==> config.mk <==
export PLATFORM = sky130hd
export DESIGN_NAME = instruction_fetch_unit
export DESIGN_NICKNAME = d
export VERILOG_FILES = /design/src/rtl/instruction_fetch_unit.sv
export SDC_FILE = /design/constraint.sdc
export NUM_CORES = 1
export LEC_CHECK = 0
export ABC_AREA = 1
export CORE_MARGIN = 2
export CORE_UTILIZATION = 40
export CTS_CLUSTER_DIAMETER = 150
export CTS_CLUSTER_SIZE = 8
export DETAILED_ROUTE_END_ITERATION = 7
export MAX_ROUTING_LAYER = met4
export PLACE_DENSITY_LB_ADDON = 0.25
export SLEW_MARGIN = 5
export SYNTH_ARGS = -nofsm -noshare
export SYNTH_HDL_FRONTEND = slang
export SYNTH_SLANG_ARGS = --single-unit
==> constraint.sdc <==
create_clock -name clk -period 18.2 [get_ports clk]
set_clock_uncertainty 0.05 [all_clocks]
set_input_delay 3.64 -clock clk [delete_from_list [all_inputs] [get_ports clk]]
set_output_delay 3.64 -clock clk [all_outputs]
set_load 0.01 [all_outputs]
==> src/rtl/instruction_fetch_unit.sv <==
// Sequential 40-bit instruction fetcher: issues 5-byte reads at the PC, queues the
// returned words with their addresses, and hands them to decode over valid/ready.
module instruction_fetch_unit #(
    parameter int                    ADDR_WIDTH  = 32,
    parameter int                    QUEUE_DEPTH = 2,
    parameter logic [ADDR_WIDTH-1:0] RESET_PC    = '0
) (
    input  logic                  clk,
    input  logic                  reset,
    input  logic                  enable,
    input  logic                  redirect,
    input  logic [ADDR_WIDTH-1:0] redirectPc,
    output logic                  memRead,
    output logic [ADDR_WIDTH-1:0] memAddress,
    input  logic [39:0]           memData,
    input  logic                  memComplete,
    output logic                  instrValid,
    input  logic                  instrReady,
    output logic [39:0]           instrData,
    output logic [ADDR_WIDTH-1:0] instrPc,
    output logic                  busy
);
    localparam int PTR_W = (QUEUE_DEPTH > 1) ? $clog2(QUEUE_DEPTH) : 1;
    localparam int CNT_W = $clog2(QUEUE_DEPTH + 1);

    typedef enum logic [1:0] {IDLE, FETCH, STALL, DISCARD} fetch_state_t;

    fetch_state_t          state_reg, state_next;
    logic [ADDR_WIDTH-1:0] pc_reg, pc_next;
    logic [ADDR_WIDTH-1:0] addr_reg, addr_next;
    logic [ADDR_WIDTH-1:0] pc_plus5;
    logic [CNT_W-1:0]      count_reg, count_after;
    logic [PTR_W-1:0]      rd_ptr_reg, wr_ptr_reg;
    logic [39:0]           data_mem [QUEUE_DEPTH];
    logic [ADDR_WIDTH-1:0] pc_mem   [QUEUE_DEPTH];
    logic                  full, push, pop;

    assign full       = (count_reg == CNT_W'(QUEUE_DEPTH));
    assign instrValid = (count_reg != '0);
    assign instrData  = instrValid ? data_mem[rd_ptr_reg] : '0;
    assign instrPc    = instrValid ? pc_mem[rd_ptr_reg] : '0;
    assign memRead    = (state_reg == FETCH);
    assign memAddress = addr_reg;
    assign busy       = (state_reg != IDLE);

    // A redirect kills both the pop and any push in the same cycle.
    assign pop         = instrValid && instrReady && !redirect;
    assign push        = (state_reg == FETCH) && memComplete && !redirect && (!full || pop);
    assign count_after = count_reg + CNT_W'(push) - CNT_W'(pop);
    assign pc_plus5    = pc_reg + ADDR_WIDTH'(5);

    always_comb begin
        state_next = state_reg;
        pc_next    = pc_reg;
        addr_next  = addr_reg;
        case (state_reg)
            IDLE: begin
                if (redirect) begin
                    pc_next = redirectPc;
                end else if (enable && !full) begin
                    state_next = FETCH;
                    addr_next  = pc_reg;
                end
            end
            FETCH: begin
                if (redirect) begin
                    pc_next = redirectPc;
                    if (!memComplete) begin
                        state_next = DISCARD;
                    end else if (enable) begin
                        addr_next = redirectPc;
                    end else begin
                        state_next = IDLE;
                    end
                end else if (memComplete) begin
                    pc_next = pc_plus5;
                    if (enable && count_after != CNT_W'(QUEUE_DEPTH)) begin
                        addr_next = pc_plus5;
                    end else if (count_after == CNT_W'(QUEUE_DEPTH)) begin
                        state_next = STALL;
                    end else begin
                        state_next = IDLE;
                    end
                end
            end
            STALL: begin
                if (redirect) begin
                    pc_next    = redirectPc;
                    state_next = IDLE;
                end else if (enable && !full) begin
                    state_next = FETCH;
                    addr_next  = pc_reg;
                end
            end
            DISCARD: begin
                // The controller still owes one completion; swallow it before reissuing.
                if (redirect) begin
                    pc_next = redirectPc;
                end
                if (memComplete) begin
                    if (enable) begin
                        state_next = FETCH;
                        addr_next  = redirect ? redirectPc : pc_reg;
                    end else begin
                        state_next = IDLE;
                    end
                end
            end
            default: state_next = IDLE;
        endcase
    end

    always_ff @(posedge clk) begin
        if (!reset) begin
            state_reg <= IDLE;
            pc_reg    <= RESET_PC;
            addr_reg  <= RESET_PC;
        end else begin
            state_reg <= state_next;
            pc_reg    <= pc_next;
            addr_reg  <= addr_next;
        end
    end

    always_ff @(posedge clk) begin
        if (!reset || redirect) begin
            count_reg  <= '0;
            rd_ptr_reg <= '0;
            wr_ptr_reg <= '0;
        end else begin
            count_reg <= count_after;
            if (push) begin
                wr_ptr_reg <= wr_ptr_reg + PTR_W'(1);
            end
            if (pop) begin
                rd_ptr_reg <= rd_ptr_reg + PTR_W'(1);
            end
        end
    end

    // Payload storage needs no reset: visibility is governed by count_reg.
    always_ff @(posedge clk) begin
        if (reset && push) begin
            data_mem[wr_ptr_reg] <= memData;
            pc_mem[wr_ptr_reg]   <= pc_reg;
        end
    end
endmodule

==> results of run 1 <==
-- cell usage in the layout, fill, tap and decap left out, types with 11 or more instances in the layout --
master,count
sky130_fd_sc_hd__a21oi_1,107
sky130_fd_sc_hd__a22oi_1,21
sky130_fd_sc_hd__a31oi_1,15
sky130_fd_sc_hd__buf_4,11
sky130_fd_sc_hd__clkbuf_1,22
sky130_fd_sc_hd__clkbuf_16,31
sky130_fd_sc_hd__clkdlybuf4s50_1,182
sky130_fd_sc_hd__dfxtp_1,70
sky130_fd_sc_hd__edfxtp_1,144
sky130_fd_sc_hd__inv_1,84
sky130_fd_sc_hd__nand2_1,410
sky130_fd_sc_hd__nand3_1,77
sky130_fd_sc_hd__nand4_1,13
sky130_fd_sc_hd__nor2_1,172
sky130_fd_sc_hd__o21ai_0,74
-- cells by family after synthesis --
family	Yosys count	share of synthesized area, %
adders and majority gates	2	0.239
AOI/OAI and AO/OA	231	12.0
and+or+nand+nor	691	26.7
DFF	215	54.8
xor gates and xnor gates	2	0.167
buffers and inverters	160	6.06
-- metal layers --
metal / share of wire (%) / track usage [%] / up-vias
li1: - / - / 4655
met1: 48 / 30.8 / 4284
met2: 43 / 31.4 / 379
met3: 7.2 / 3.17 / 37
met4: 1.6 / 4.39 / 0
met5: 0 / - / -
-- worst min-delay path by stage --
stage,start,endpoint,slack [ns],depth (start not counted)
finish,memAddress[7]$_SDFFE_PN0P_,memAddress[7]$_SDFFE_PN0P_,0.44,2
global route,memAddress[7]$_SDFFE_PN0P_,memAddress[7]$_SDFFE_PN0P_,0.47,2
CTS,memAddress[0]$_SDFFE_PN0P_,memAddress[0]$_SDFFE_PN0P_,0.45,2
detailed placement,memAddress[5]$_SDFFE_PN0P_,memAddress[5]$_SDFFE_PN0P_,0.42,2
global placement,memAddress[7]$_SDFFE_PN0P_,memAddress[7]$_SDFFE_PN0P_,0.41,2
floorplan,wr_ptr_reg$_SDFFE_PP0P_,wr_ptr_reg$_SDFFE_PP0P_,0.41,2
-- where the power goes --
part | switching (uW) | internal [uW] | total (uW) | leakage [uW]
logic | 113 | 80.6 | 194 | 0.00275
registers | 31.1 | 549 | 580 | 0.00189
clock network | 197 | 313 | 509 | 0.000408
total | 341 | 943 | 1280 | 0.00505
-- critical path: stages, from the launching register on --
cell and delay [ns]:
sky130_fd_sc_hd__dfxtp_2 0.30, sky130_fd_sc_hd__buf_4 0.35, sky130_fd_sc_hd__inv_2 0.43, sky130_fd_sc_hd__buf_4 0.57, sky130_fd_sc_hd__nand2_1 0.14, sky130_fd_sc_hd__a21oi_1 0.17
sky130_fd_sc_hd__clkdlybuf4s50_1 0.58
-- final cells by class --
class	instances	area, um2	area share [%]
inverters	91	342	2.55
well taps	335	419	3.13
flip-flops and latches	215	5750	42.9
clock buffers	53	858	6.41
multi-input cells	926	4110	30.7
repair buffers	195	1910	14.3
-- per-stage QoR --
| step | instance area, um2 | std cells |
|---|---|---|
| finish | 13400 | 1815 |
| global route | 13400 | 1815 |
| CTS | 13400 | 1815 |
| detailed placement | 12500 | 1762 |
| global placement | 12500 | 1762 |
| floorplan | 10500 | 1301 |
==> impl_results.html, run 1 <==
<table>
<tr><th>Metric</th><th>Value</th></tr>
<tr><th colspan="2">Outcome</th></tr>
<tr><td>Result of the run</td><td>complete, no violations</td></tr>
<tr><th colspan="2">Synth</th></tr>
<tr><td>Largest cells by area after synthesis</td><td>sky130_fd_sc_hd__edfxtp_1 41%, sky130_fd_sc_hd__nand2_1 15%, sky130_fd_sc_hd__dfxtp_1 14%, sky130_fd_sc_hd__nor2_1 6.2%, sky130_fd_sc_hd__a21oi_1 5.1%</td></tr>
<tr><td>Register bit total from synthesis</td><td>215</td></tr>
<tr><td>Most frequent cell after synthesis</td><td>sky130_fd_sc_hd__nand2_1</td></tr>
<tr><td>Syn_area_per_cell</td><td>8.05 um2</td></tr>
<tr><td>Asr flop ratio synth</td><td>0%</td></tr>
<tr><td>Number of instances in the synthesized netlist</td><td>1,301</td></tr>
<tr><td>Library cell with the largest summed area after synthesis</td><td>sky130_fd_sc_hd__edfxtp_1</td></tr>
<tr><td>Number of flops mapped to enable cells by yosys</td><td>144</td></tr>
<tr><td>Yosys warns</td><td>0</td></tr>
<tr><td>Area share of the leading cell type in the synthesized netlist</td><td>41.3%</td></tr>
<tr><td>Leading post-synthesis cells by instance count</td><td>410 x sky130_fd_sc_hd__nand2_1, 172 x sky130_fd_sc_hd__nor2_1, 144 x sky130_fd_sc_hd__edfxtp_1</td></tr>
<tr><td>Cell variety after synth</td><td>34</td></tr>
<tr><td>Sequential-to-total area share from yosys stat</td><td>54.8%</td></tr>
<tr><td>Main synth FF type</td><td>sky130_fd_sc_hd__edfxtp_1</td></tr>
<tr><td>Synthesized cell area</td><td>10,500 um2</td></tr>
<tr><td>Nets in the synthesized netlist</td><td>1,381</td></tr>
<tr><th colspan="2">Worst setup path</th></tr>
<tr><td>Crit Path Max Fanout</td><td>73</td></tr>
<tr><td>Critical Path End Type</td><td>output port</td></tr>
<tr><td>Worst Path Class, Setup</td><td>flip-flop to output port</td></tr>
<tr><td>Critical Path Start Type</td><td>flip-flop</td></tr>
<tr><td>Cell depth of the worst flop-to-flop path</td><td>19</td></tr>
<tr><td>Worst R2R End</td><td>memAddress[6]$_SDFFE_PN0P_</td></tr>
<tr><td>Termination of the worst setup path</td><td>instrData[16]</td></tr>
<tr><td>Register-to-register setup slack</td><td>13.86 ns</td></tr>
<tr><td>Required time of the critical path</td><td>14.51 ns</td></tr>
<tr><td>Arrival time reported for the critical path endpoint</td><td>3.18 ns</td></tr>
<tr><td>Origin of the critical flop-to-flop path</td><td>state_reg[0]$_SDFFE_PN0P_</td></tr>
<tr><th colspan="2">Layout</th></tr>
<tr><td>Net count of the finished layout</td><td>1,539</td></tr>
<tr><td>Filler Cell Count</td><td>2,391</td></tr>
<tr><td>Max FFs per register</td><td>80</td></tr>
<tr><td>Most flops, register</td><td>data_mem</td></tr>
<tr><td>Layout overhead on the synthesized area</td><td>27.8%</td></tr>
<tr><td>Share of post-route cells with drive strength above 1</td><td>4.26%</td></tr>
<tr><td>End-of-flow core utilization</td><td>51.7%</td></tr>
<tr><td>Antenna diodes</td><td>0</td></tr>
<tr><td>Largest registers</td><td>data_mem x80, pc_mem x64</td></tr>
<tr><th colspan="2">Pwr</th></tr>
<tr><td>Power density of the placed cells</td><td>95.9 nW/um2</td></tr>
<tr><td>Worst IR drop on VDD</td><td>0.0660 mV</td></tr>
<tr><td>PnR Total Power</td><td>1280 uW</td></tr>
<tr><td>Leakage Power</td><td>0.00505 uW</td></tr>
<tr><th colspan="2">CTS</th></tr>
<tr><td>Number of buffers inserted for hold repair after clock tree synthesis</td><td>0</td></tr>
<tr><td>Total of cells resized after clock tree synthesis</td><td>0</td></tr>
<tr><td>Clock H-tree levels</td><td>1</td></tr>
<tr><td>Source-to-sink clock delay at the later pin of the worst-skew pair</td><td>0.53 ns</td></tr>
<tr><td>Number of buffers between clock root and the deepest sink</td><td>3</td></tr>
<tr><td>CTS Sinks</td><td>215</td></tr>
<tr><td>Root Buffer</td><td>sky130_fd_sc_hd__clkbuf_16</td></tr>
<tr><td>Post-CTS Setup Inserts</td><td>0</td></tr>
<tr><td>Inserted Clock Buffers</td><td>30</td></tr>
<tr><td>CTS tree</td><td>done</td></tr>
<tr><td>Clock-pin transition on the worst setup and hold timing paths</td><td>0.05 ns</td></tr>
<tr><th colspan="2">STA</th></tr>
<tr><td>Transition time at the pin with the least slew margin</td><td>0.991 ns</td></tr>
<tr><td>Setup repair after global routing missed its margin</td><td>false</td></tr>
<tr><td>Min setup slack post-route</td><td>11.33 ns</td></tr>
<tr><td>Worst slew slack as a fraction of its limit</td><td>33.9%</td></tr>
<tr><td>Total negative setup slack</td><td>0 ns</td></tr>
<tr><td>Final min period</td><td>6.87 ns</td></tr>
<tr><td>F_max</td><td>0.146 GHz</td></tr>
<tr><td>Final count of negative-setup-slack endpoints</td><td>0</td></tr>
<tr><td>Final max-slew violation count</td><td>0</td></tr>
<tr><td>Hold violation total from the final report</td><td>0</td></tr>
<tr><td>Hold slack</td><td>0.440 ns</td></tr>
<tr><td>Share of the cycle needed by the critical path after routing</td><td>37.7%</td></tr>
<tr><th colspan="2">Global route</th></tr>
<tr><td>Largest net degree at the start of global routing</td><td>83</td></tr>
<tr><td>Via count of the first global-routing pass</td><td>8,731</td></tr>
<tr><td>Total congestion overflow</td><td>0</td></tr>
<tr><td>Number of antenna violations at the first check in global routing</td><td>0</td></tr>
<tr><td>Wire length of the first global-routing pass</td><td>46,400 um</td></tr>
<tr><td>Gr usage total</td><td>21.1%</td></tr>
<tr><th colspan="2">Placed design</th></tr>
<tr><td>Number of I/O port buffers</td><td>184</td></tr>
<tr><td>Routability-driven placement congestion ratio</td><td>0.920</td></tr>
<tr><td>Worst-case setup slack after placement</td><td>11.31 ns</td></tr>
<tr><td>Sum of net half-perimeters after detailed placement</td><td>18,800 um</td></tr>
<tr><th colspan="2">Route</th></tr>
<tr><td>Total number of vias</td><td>9,355</td></tr>
<tr><td>Number of routed nets with antenna violations</td><td>0</td></tr>
<tr><td>Routed Wire Length</td><td>29,300 um</td></tr>
<tr><td>Wire per inst</td><td>16.1 um</td></tr>
<tr><td>DR vias/cell</td><td>5.15</td></tr>
<tr><td>Number of remaining DRC errors</td><td>0</td></tr>
<tr><td>Iteration count of the initial detailed-routing pass</td><td>5</td></tr>
<tr><td>Violation count after the first detailed-route iteration</td><td>876</td></tr>
<tr><th colspan="2">Floorplan</th></tr>
<tr><td>Height of the die</td><td>166 um</td></tr>
<tr><td>Effective utilization at floorplan</td><td>40.4%</td></tr>
<tr><td>Die X-Extent</td><td>166 um</td></tr>
<tr><td>Die area</td><td>27,500 um2</td></tr>
<tr><td>Top Ports</td><td>185</td></tr>
<tr><td>FP Rows</td><td>59</td></tr>
<tr><td>Area of the core region</td><td>25,900 um2</td></tr>
<tr><th colspan="2">Min path</th></tr>
<tr><td>Min-Delay Path Class</td><td>flip-flop to flip-flop</td></tr>
<tr><th colspan="2">Flow run</th></tr>
<tr><td>Reported max-cap violation count</td><td>0</td></tr>
</table>
(Power assumes the default switching activity.)
==> run 2, diff against run 1 <==
- clock period: 18.2 -> 6.7 ns (I/O delays scaled with it)
==> run 2 against run 1 <==
- wire length decreased by 0.85%
- combinational power increased to 2.7 times the previous value
- sequential power increased to 2.7 times the previous value
- critical endpoint is now memRead
- largest cell class unchanged
- largest power group unchanged
==> impl_results.html, run 2 (synthesized netlist as in run 1, its figures left out) <==
<table>
<tr><th>Metric</th><th>Value</th></tr>
<tr><th colspan="2">Layout</th></tr>
<tr><td>Combined area of the multi-input logic cells</td><td>4110 um2 (unchanged)</td></tr>
<tr><td>Largest registers</td><td>data_mem x80, pc_mem x64 (unchanged)</td></tr>
<tr><td>Net count of the finished layout</td><td>1,540 (was 1,539)</td></tr>
<tr><td>Area taken by flip-flops and latches</td><td>5750 um2 (unchanged)</td></tr>
<tr><td>Total non-filler cell area in the finished layout</td><td>13,400 um2 (about the same)</td></tr>
<tr><td>Antenna diodes</td><td>0 (unchanged)</td></tr>
<tr><td>Filler Cell Count</td><td>2,447 (was 2,391)</td></tr>
<tr><td>Commonest non-fill, non-tap cells in the layout</td><td>410 x sky130_fd_sc_hd__nand2_1, 182 x sky130_fd_sc_hd__clkdlybuf4s50_1, 172 x sky130_fd_sc_hd__nor2_1 (unchanged)</td></tr>
<tr><td>End-of-flow core utilization</td><td>51.7% (about the same)</td></tr>
<tr><td>Layout overhead on the synthesized area</td><td>27.9% (was 27.8%)</td></tr>
<tr><td>Share of post-route cells with drive strength above 1</td><td>4.32% (was 4.26%)</td></tr>
<tr><td>Max FFs per register</td><td>80 (unchanged)</td></tr>
<tr><td>Most frequent standard cell in the layout excluding fill and tap cells</td><td>sky130_fd_sc_hd__nand2_1 (unchanged)</td></tr>
<tr><td>Most flops, register</td><td>data_mem (unchanged)</td></tr>
<tr><th colspan="2">STA</th></tr>
<tr><td>Transition time at the pin with the least slew margin</td><td>0.998 ns (was 0.991 ns)</td></tr>
<tr><td>Final count of negative-setup-slack endpoints</td><td>0 (unchanged)</td></tr>
<tr><td>Final max-slew violation count</td><td>0 (unchanged)</td></tr>
<tr><td>Worst slew slack as a fraction of its limit</td><td>33.5% (was 33.9%)</td></tr>
<tr><td>Total negative setup slack</td><td>0 ns (unchanged)</td></tr>
<tr><td>Hold violation total from the final report</td><td>0 (unchanged)</td></tr>
<tr><td>Share of the cycle needed by the critical path after routing</td><td>64.0%</td></tr>
<tr><td>Setup repair after global routing missed its margin</td><td>false (unchanged)</td></tr>
<tr><td>Final min period</td><td>4.29 ns</td></tr>
<tr><td>F_max</td><td>0.233 GHz</td></tr>
<tr><th colspan="2">Pwr</th></tr>
<tr><td>Worst IR drop on VDD</td><td>0.165 mV (was 0.0660 mV)</td></tr>
<tr><td>PnR Total Power</td><td>3480 uW (was 1280 uW)</td></tr>
<tr><td>Power density of the placed cells</td><td>260 nW/um2 (was 95.9 nW/um2)</td></tr>
<tr><td>Leakage Power</td><td>0.00506 uW (was 0.00505 uW)</td></tr>
<tr><th colspan="2">Global route</th></tr>
<tr><td>Total congestion overflow</td><td>0 (unchanged)</td></tr>
<tr><td>Gr usage total</td><td>21.2% (was 21.1%)</td></tr>
<tr><td>Wire length of the first global-routing pass</td><td>46,400 um (about the same)</td></tr>
<tr><td>Number of antenna violations at the first check in global routing</td><td>0 (unchanged)</td></tr>
<tr><td>Via count of the first global-routing pass</td><td>8,694 (was 8,731)</td></tr>
<tr><td>Largest net degree at the start of global routing</td><td>82 (was 83)</td></tr>
<tr><th colspan="2">Worst setup path</th></tr>
<tr><td>Startpoint of the most critical setup path</td><td>state_reg[0]$_SDFFE_PN0P_</td></tr>
<tr><td>Worst Path Class, Setup</td><td>flip-flop to output port (unchanged)</td></tr>
<tr><td>Arrival time reported for the critical path endpoint</td><td>2.90 ns (was 3.18 ns)</td></tr>
<tr><td>Origin of the critical flop-to-flop path</td><td>state_reg[0]$_SDFFE_PN0P_ (unchanged)</td></tr>
<tr><td>Cell depth of the worst flop-to-flop path</td><td>18 (was 19)</td></tr>
<tr><td>Required time of the critical path</td><td>5.31 ns (was 14.51 ns)</td></tr>
<tr><td>Critical Path Start Type</td><td>flip-flop (unchanged)</td></tr>
<tr><td>Crit Path Max Fanout</td><td>27 (was 73)</td></tr>
<tr><td>Critical Path End Type</td><td>output port (unchanged)</td></tr>
<tr><th colspan="2">Route</th></tr>
<tr><td>Number of remaining DRC errors</td><td>0 (unchanged)</td></tr>
<tr><td>Violation count after the first detailed-route iteration</td><td>828 (was 876)</td></tr>
<tr><td>Number of routed nets with antenna violations</td><td>0 (unchanged)</td></tr>
<tr><td>Routed Wire Length</td><td>29,100 um (was 29,300 um)</td></tr>
<tr><td>DR vias/cell</td><td>5.16 (was 5.15)</td></tr>
<tr><td>Iteration count of the initial detailed-routing pass</td><td>5 (unchanged)</td></tr>
<tr><td>Wire per inst</td><td>16.0 um (was 16.1 um)</td></tr>
<tr><td>Total number of vias</td><td>9,376 (was 9,355)</td></tr>
<tr><th colspan="2">Placed design</th></tr>
<tr><td>Routability-driven placement congestion ratio</td><td>0.871 (was 0.920)</td></tr>
<tr><td>Sum of net half-perimeters after detailed placement</td><td>19,000 um (was 18,800 um)</td></tr>
<tr><td>Number of I/O port buffers</td><td>184 (unchanged)</td></tr>
<tr><td>Placed Instance Area</td><td>12,500 um2 (about the same)</td></tr>
<tr><th colspan="2">CTS</th></tr>
<tr><td>Clock-pin transition on the worst setup and hold timing paths</td><td>0.05 ns (about the same)</td></tr>
<tr><td>CTS tree</td><td>done (unchanged)</td></tr>
<tr><td>Number of buffers between clock root and the deepest sink</td><td>3 (unchanged)</td></tr>
<tr><td>Post-CTS Setup Inserts</td><td>0 (unchanged)</td></tr>
<tr><td>Total of cells resized after clock tree synthesis</td><td>0 (unchanged)</td></tr>
<tr><td>Inserted Clock Buffers</td><td>30 (unchanged)</td></tr>
<tr><td>Root Buffer</td><td>sky130_fd_sc_hd__clkbuf_16 (unchanged)</td></tr>
<tr><td>Number of buffers inserted for hold repair after clock tree synthesis</td><td>0 (unchanged)</td></tr>
<tr><td>Clock H-tree levels</td><td>1 (unchanged)</td></tr>
<tr><td>Source-to-sink clock delay at the later pin of the worst-skew pair</td><td>0.54 ns (was 0.53 ns)</td></tr>
<tr><td>CTS Sinks</td><td>215 (unchanged)</td></tr>
<tr><th colspan="2">Floorplan</th></tr>
<tr><td>Area of the core region</td><td>25,900 um2 (unchanged)</td></tr>
<tr><td>Die X-Extent</td><td>166 um (unchanged)</td></tr>
<tr><td>FP Rows</td><td>59 (unchanged)</td></tr>
<tr><td>Top Ports</td><td>185 (unchanged)</td></tr>
<tr><td>Die area</td><td>27,500 um2 (unchanged)</td></tr>
<tr><td>Height of the die</td><td>166 um (unchanged)</td></tr>
<tr><td>Effective utilization at floorplan</td><td>40.4% (unchanged)</td></tr>
<tr><th colspan="2">Flow run</th></tr>
<tr><td>Reported max-cap violation count</td><td>0 (unchanged)</td></tr>
<tr><th colspan="2">Min path</th></tr>
<tr><td>Launch point of the worst hold path</td><td>memAddress[4]$_SDFFE_PN0P_ (was memAddress[7]$_SDFFE_PN0P_)</td></tr>
<tr><td>Min-Delay Path Class</td><td>flip-flop to flip-flop (unchanged)</td></tr>
<tr><td>Depth of the worst hold-timing path</td><td>2 (unchanged)</td></tr>
<tr><th colspan="2">Outcome</th></tr>
<tr><td>Result of the run</td><td>complete, no violations (unchanged)</td></tr>
</table>
-- run 2: worst paths after layout --
path,endpoint,slack [ns]
hold / removal,memAddress[4]$_SDFFE_PN0P_,0.44
hold reg to reg,memAddress[4]$_SDFFE_PN0P_,0.44
setup reg to reg,memAddress[6]$_SDFFE_PN0P_,2.83
setup / recovery,memRead,2.41
-- run 2: area by class of cell --
type / count / area share [%]
repair buffers: 196 / 14.3
flip-flops and latches: 215 / 42.9
clock buffers: 53 / 6.41
multi-input cells: 926 / 30.7
well taps: 335 / 3.13
inverters: 91 / 2.55
-- run 2: stage by stage --
| stage | hold slack, ns | setup WS (ns) | cells |
|---|---|---|---|
| after floorplan | 0.410 | -0.985 | 1301 |
| after global routing | 0.469 | 2.29 | 1816 |
| after detailed placement | 0.421 | 2.31 | 1763 |
| final | 0.441 | 2.41 | 1816 |
| after global placement | 0.418 | 2.43 | 1763 |
| after CTS | 0.441 | 2.38 | 1816 |
-- run 2: critical path: stages, from the launching register on --
cell                              delay [ns]
sky130_fd_sc_hd__dfxtp_1                0.78
sky130_fd_sc_hd__inv_2                  0.45
sky130_fd_sc_hd__nor2_4                 0.18
sky130_fd_sc_hd__buf_4                  0.34
sky130_fd_sc_hd__clkdlybuf4s50_1        0.60
-- run 2: where the power goes --
| part | switching [uW] | leakage, uW | total, uW | internal [uW] |
|---|---|---|---|---|
| logic | 304 | 0.00276 | 524 | 219 |
| clock network | 534 | 0.000408 | 1380 | 849 |
| registers | 84.0 | 0.00189 | 1580 | 1490 |
| total | 922 | 0.00506 | 3480 | 2560 |
-- run 2: metal layers --
layer  up-vias  track usage, %  wire, um
met5         -               -         0
met4         0            4.57       476
met3        43            3.22      2020
met2       352            32.2     12800
met1      4329            30.1     13800
li1       4652               -         -
==> run 3, diff against run 2 <==
- clock period: 6.7 -> 4.15 ns (I/O delays scaled with it)
==> run 3 against run 2 <==
- register-to-register slack worse by 1.8 ns
- clock-buffer cell count stayed put
- critical endpoint is now instrPc[16]
- total power is 62% higher
- global-route usage hardly changed
- cell area is 0.60% higher
- sequential cell count stayed put
- wire length is 0.18% higher
- setup slack worse by 1.6 ns
- sequential share of layout area is 0.26 points lower
- largest cell class unchanged
==> impl_results.html, run 3 (synthesized netlist as in run 1, its figures left out) <==
<table>
<tr><th>Metric</th><th>Value</th></tr>
<tr><th colspan="2">Outcome</th></tr>
<tr><td>Result of the run</td><td>complete, no violations (unchanged)</td></tr>
<tr><th colspan="2">STA</th></tr>
<tr><td>Worst slew slack as a fraction of its limit</td><td>33.3% (was 33.5%)</td></tr>
<tr><td>Final min period</td><td>3.32 ns</td></tr>
<tr><td>F_max</td><td>0.301 GHz</td></tr>
<tr><td>Min setup slack post-route</td><td>0.826 ns (was 2.41 ns)</td></tr>
<tr><td>Setup repair after global routing missed its margin</td><td>false (unchanged)</td></tr>
<tr><td>Final count of negative-setup-slack endpoints</td><td>0 (unchanged)</td></tr>
<tr><td>Share of the cycle needed by the critical path after routing</td><td>80.1%</td></tr>
<tr><td>Hold violation total from the final report</td><td>0 (unchanged)</td></tr>
<tr><td>Transition time at the pin with the least slew margin</td><td>1.00 ns (was 0.998 ns)</td></tr>
<tr><td>Total negative setup slack</td><td>0 ns (unchanged)</td></tr>
<tr><td>Final max-slew violation count</td><td>0 (unchanged)</td></tr>
<tr><th colspan="2">Floorplan</th></tr>
<tr><td>Top Ports</td><td>185 (unchanged)</td></tr>
<tr><td>Die area</td><td>27,500 um2 (unchanged)</td></tr>
<tr><td>Height of the die</td><td>166 um (unchanged)</td></tr>
<tr><td>Die X-Extent</td><td>166 um (unchanged)</td></tr>
<tr><td>FP Rows</td><td>59 (unchanged)</td></tr>
<tr><td>Effective utilization at floorplan</td><td>40.4% (unchanged)</td></tr>
<tr><td>Area of the core region</td><td>25,900 um2 (unchanged)</td></tr>
<tr><th colspan="2">CTS</th></tr>
<tr><td>Source-to-sink clock delay at the later pin of the worst-skew pair</td><td>0.53 ns (was 0.54 ns)</td></tr>
<tr><td>Root Buffer</td><td>sky130_fd_sc_hd__clkbuf_16 (unchanged)</td></tr>
<tr><td>Number of buffers between clock root and the deepest sink</td><td>3 (unchanged)</td></tr>
<tr><td>Number of buffers inserted for hold repair after clock tree synthesis</td><td>0 (unchanged)</td></tr>
<tr><td>Inserted Clock Buffers</td><td>30 (unchanged)</td></tr>
<tr><td>CTS tree</td><td>done (unchanged)</td></tr>
<tr><td>Clock-pin transition on the worst setup and hold timing paths</td><td>0.05 ns (about the same)</td></tr>
<tr><td>Total of cells resized after clock tree synthesis</td><td>0 (unchanged)</td></tr>
<tr><td>Clock H-tree levels</td><td>1 (unchanged)</td></tr>
<tr><td>CTS Sinks</td><td>215 (unchanged)</td></tr>
<tr><td>Post-CTS Setup Inserts</td><td>0 (unchanged)</td></tr>
<tr><th colspan="2">Layout</th></tr>
<tr><td>Most frequent standard cell in the layout excluding fill and tap cells</td><td>sky130_fd_sc_hd__nand2_1 (unchanged)</td></tr>
<tr><td>Share of post-route cells with drive strength above 1</td><td>4.58% (was 4.32%)</td></tr>
<tr><td>Max FFs per register</td><td>80 (unchanged)</td></tr>
<tr><td>Layout overhead on the synthesized area</td><td>28.6% (was 27.9%)</td></tr>
<tr><td>Number of standard cells in the final layout excluding fillers</td><td>1,820 (was 1,816)</td></tr>
<tr><td>Net count of the finished layout</td><td>1,544 (was 1,540)</td></tr>
<tr><td>Most flops, register</td><td>data_mem (unchanged)</td></tr>
<tr><td>Commonest non-fill, non-tap cells in the layout</td><td>410 x sky130_fd_sc_hd__nand2_1, 182 x sky130_fd_sc_hd__clkdlybuf4s50_1, 172 x sky130_fd_sc_hd__nor2_1 (unchanged)</td></tr>
<tr><td>Largest registers</td><td>data_mem x80, pc_mem x64 (unchanged)</td></tr>
<tr><td>Antenna diodes</td><td>0 (unchanged)</td></tr>
<tr><td>Filler Cell Count</td><td>2,422 (was 2,447)</td></tr>
<tr><td>Total non-filler cell area in the finished layout</td><td>13,500 um2 (was 13,400 um2)</td></tr>
<tr><th colspan="2">Worst setup path</th></tr>
<tr><td>Required time of the critical path</td><td>3.27 ns (was 5.31 ns)</td></tr>
<tr><td>Crit Path Max Fanout</td><td>72 (was 27)</td></tr>
<tr><td>Arrival time reported for the critical path endpoint</td><td>2.44 ns (was 2.90 ns)</td></tr>
<tr><td>Critical Path Start Type</td><td>flip-flop (unchanged)</td></tr>
<tr><td>Worst Path Class, Setup</td><td>flip-flop to output port (unchanged)</td></tr>
<tr><td>Critical Path End Type</td><td>output port (unchanged)</td></tr>
<tr><th colspan="2">Route</th></tr>
<tr><td>Number of routed nets with antenna violations</td><td>0 (unchanged)</td></tr>
<tr><td>Routed Wire Length</td><td>29,100 um (about the same)</td></tr>
<tr><td>DR vias/cell</td><td>5.13 (was 5.16)</td></tr>
<tr><td>Violation count after the first detailed-route iteration</td><td>758 (was 828)</td></tr>
<tr><td>Number of remaining DRC errors</td><td>0 (unchanged)</td></tr>
<tr><td>Iteration count of the initial detailed-routing pass</td><td>6 (was 5)</td></tr>
<tr><td>Wire per inst</td><td>16.0 um (about the same)</td></tr>
<tr><td>Total number of vias</td><td>9,343 (was 9,376)</td></tr>
<tr><th colspan="2">Min path</th></tr>
<tr><td>Min-Delay Path Class</td><td>flip-flop to flip-flop (unchanged)</td></tr>
<tr><th colspan="2">Placed design</th></tr>
<tr><td>Number of cells after detailed placement</td><td>1,767 (was 1,763)</td></tr>
<tr><td>Worst-case setup slack after placement</td><td>0.354 ns (was 2.31 ns)</td></tr>
<tr><td>Sum of net half-perimeters after detailed placement</td><td>18,700 um (was 19,000 um)</td></tr>
<tr><td>Placed Instance Area</td><td>12,600 um2 (was 12,500 um2)</td></tr>
<tr><td>Routability-driven placement congestion ratio</td><td>0.928 (was 0.871)</td></tr>
<tr><td>Number of I/O port buffers</td><td>184 (unchanged)</td></tr>
<tr><th colspan="2">Pwr</th></tr>
<tr><td>Leakage Power</td><td>0.00509 uW (was 0.00506 uW)</td></tr>
<tr><td>Power density of the placed cells</td><td>418 nW/um2 (was 260 nW/um2)</td></tr>
<tr><td>PnR Total Power</td><td>5630 uW (was 3480 uW)</td></tr>
<tr><td>Worst IR drop on VDD</td><td>0.318 mV (was 0.165 mV)</td></tr>
<tr><th colspan="2">Global route</th></tr>
<tr><td>Via count of the first global-routing pass</td><td>8,711 (was 8,694)</td></tr>
<tr><td>Number of antenna violations at the first check in global routing</td><td>0 (unchanged)</td></tr>
<tr><td>Largest net degree at the start of global routing</td><td>82 (unchanged)</td></tr>
<tr><td>Gr usage total</td><td>21.2% (about the same)</td></tr>
<tr><td>Wire length of the first global-routing pass</td><td>46,300 um (was 46,400 um)</td></tr>
<tr><td>Total congestion overflow</td><td>0 (unchanged)</td></tr>
<tr><th colspan="2">Flow run</th></tr>
<tr><td>Reported max-cap violation count</td><td>0 (unchanged)</td></tr>
</table>
run 3: changes by cell type in the layout (fill, tap and decap cells not counted):
cell,previous run,this run
sky130_fd_sc_hd__buf_12,0,3
sky130_fd_sc_hd__nor3_4,0,2
sky130_fd_sc_hd__buf_4,12,13
sky130_fd_sc_hd__nor3_2,2,0
run 3: layout make-up:
| type | count | area, um2 | area share, % |
|---|---|---|---|
| clock buffer | 53 | 858 | 6.37 |
| multi-input combinational | 926 | 4120 | 30.6 |
| inverter | 91 | 342 | 2.54 |
| sequential | 215 | 5750 | 42.7 |
| tap | 335 | 419 | 3.11 |
| timing repair buffer | 200 | 1990 | 14.8 |
run 3: worst paths after layout:
| path | cells after the start | slack (ns) | to | start |
|---|---|---|---|---|
| hold reg to reg | 2 | 0.43 | memAddress[7]$_SDFFE_PN0P_ | memAddress[7]$_SDFFE_PN0P_ |
| hold / removal | 2 | 0.43 | memAddress[7]$_SDFFE_PN0P_ | memAddress[7]$_SDFFE_PN0P_ |
| setup / recovery | 4 | 0.83 | instrPc[16] | flip-flop |
| setup reg to reg | 16 | 1.03 | memAddress[5]$_SDFFE_PN0P_ | state_reg[1]$_SDFFE_PN0P_ |
run 3: power breakdown:
part / switching [uW] / total [uW] / internal, uW
logic: 504 / 867 / 363
clock network: 855 / 2220 / 1370
registers: 126 / 2540 / 2410
run 3: metal layers:
metal | part of all wire, % | track usage (%)
met5 | 0 | -
met4 | 2.0 | 4.65
met3 | 7.0 | 2.55
met2 | 44 | 32.2
met1 | 47 | 30.6
run 3: critical path, cell delays in order, from the launching register on:
cell,delay (ns)
sky130_fd_sc_hd__dfxtp_2,0.32
sky130_fd_sc_hd__buf_4,0.62
sky130_fd_sc_hd__nand2_1,0.11
sky130_fd_sc_hd__a21oi_1,0.19
sky130_fd_sc_hd__clkdlybuf4s50_1,0.62
run 3: stage by stage:
step / utilization [%] / hold WS (ns)
2_1_floorplan: - / 0.437
3_3_place_gp: 48.7 / 0.412
3_5_place_dp: 48.7 / 0.410
4_1_cts: 52.0 / 0.436
5_1_grt: 52.0 / 0.462
6_report: 52.0 / 0.429
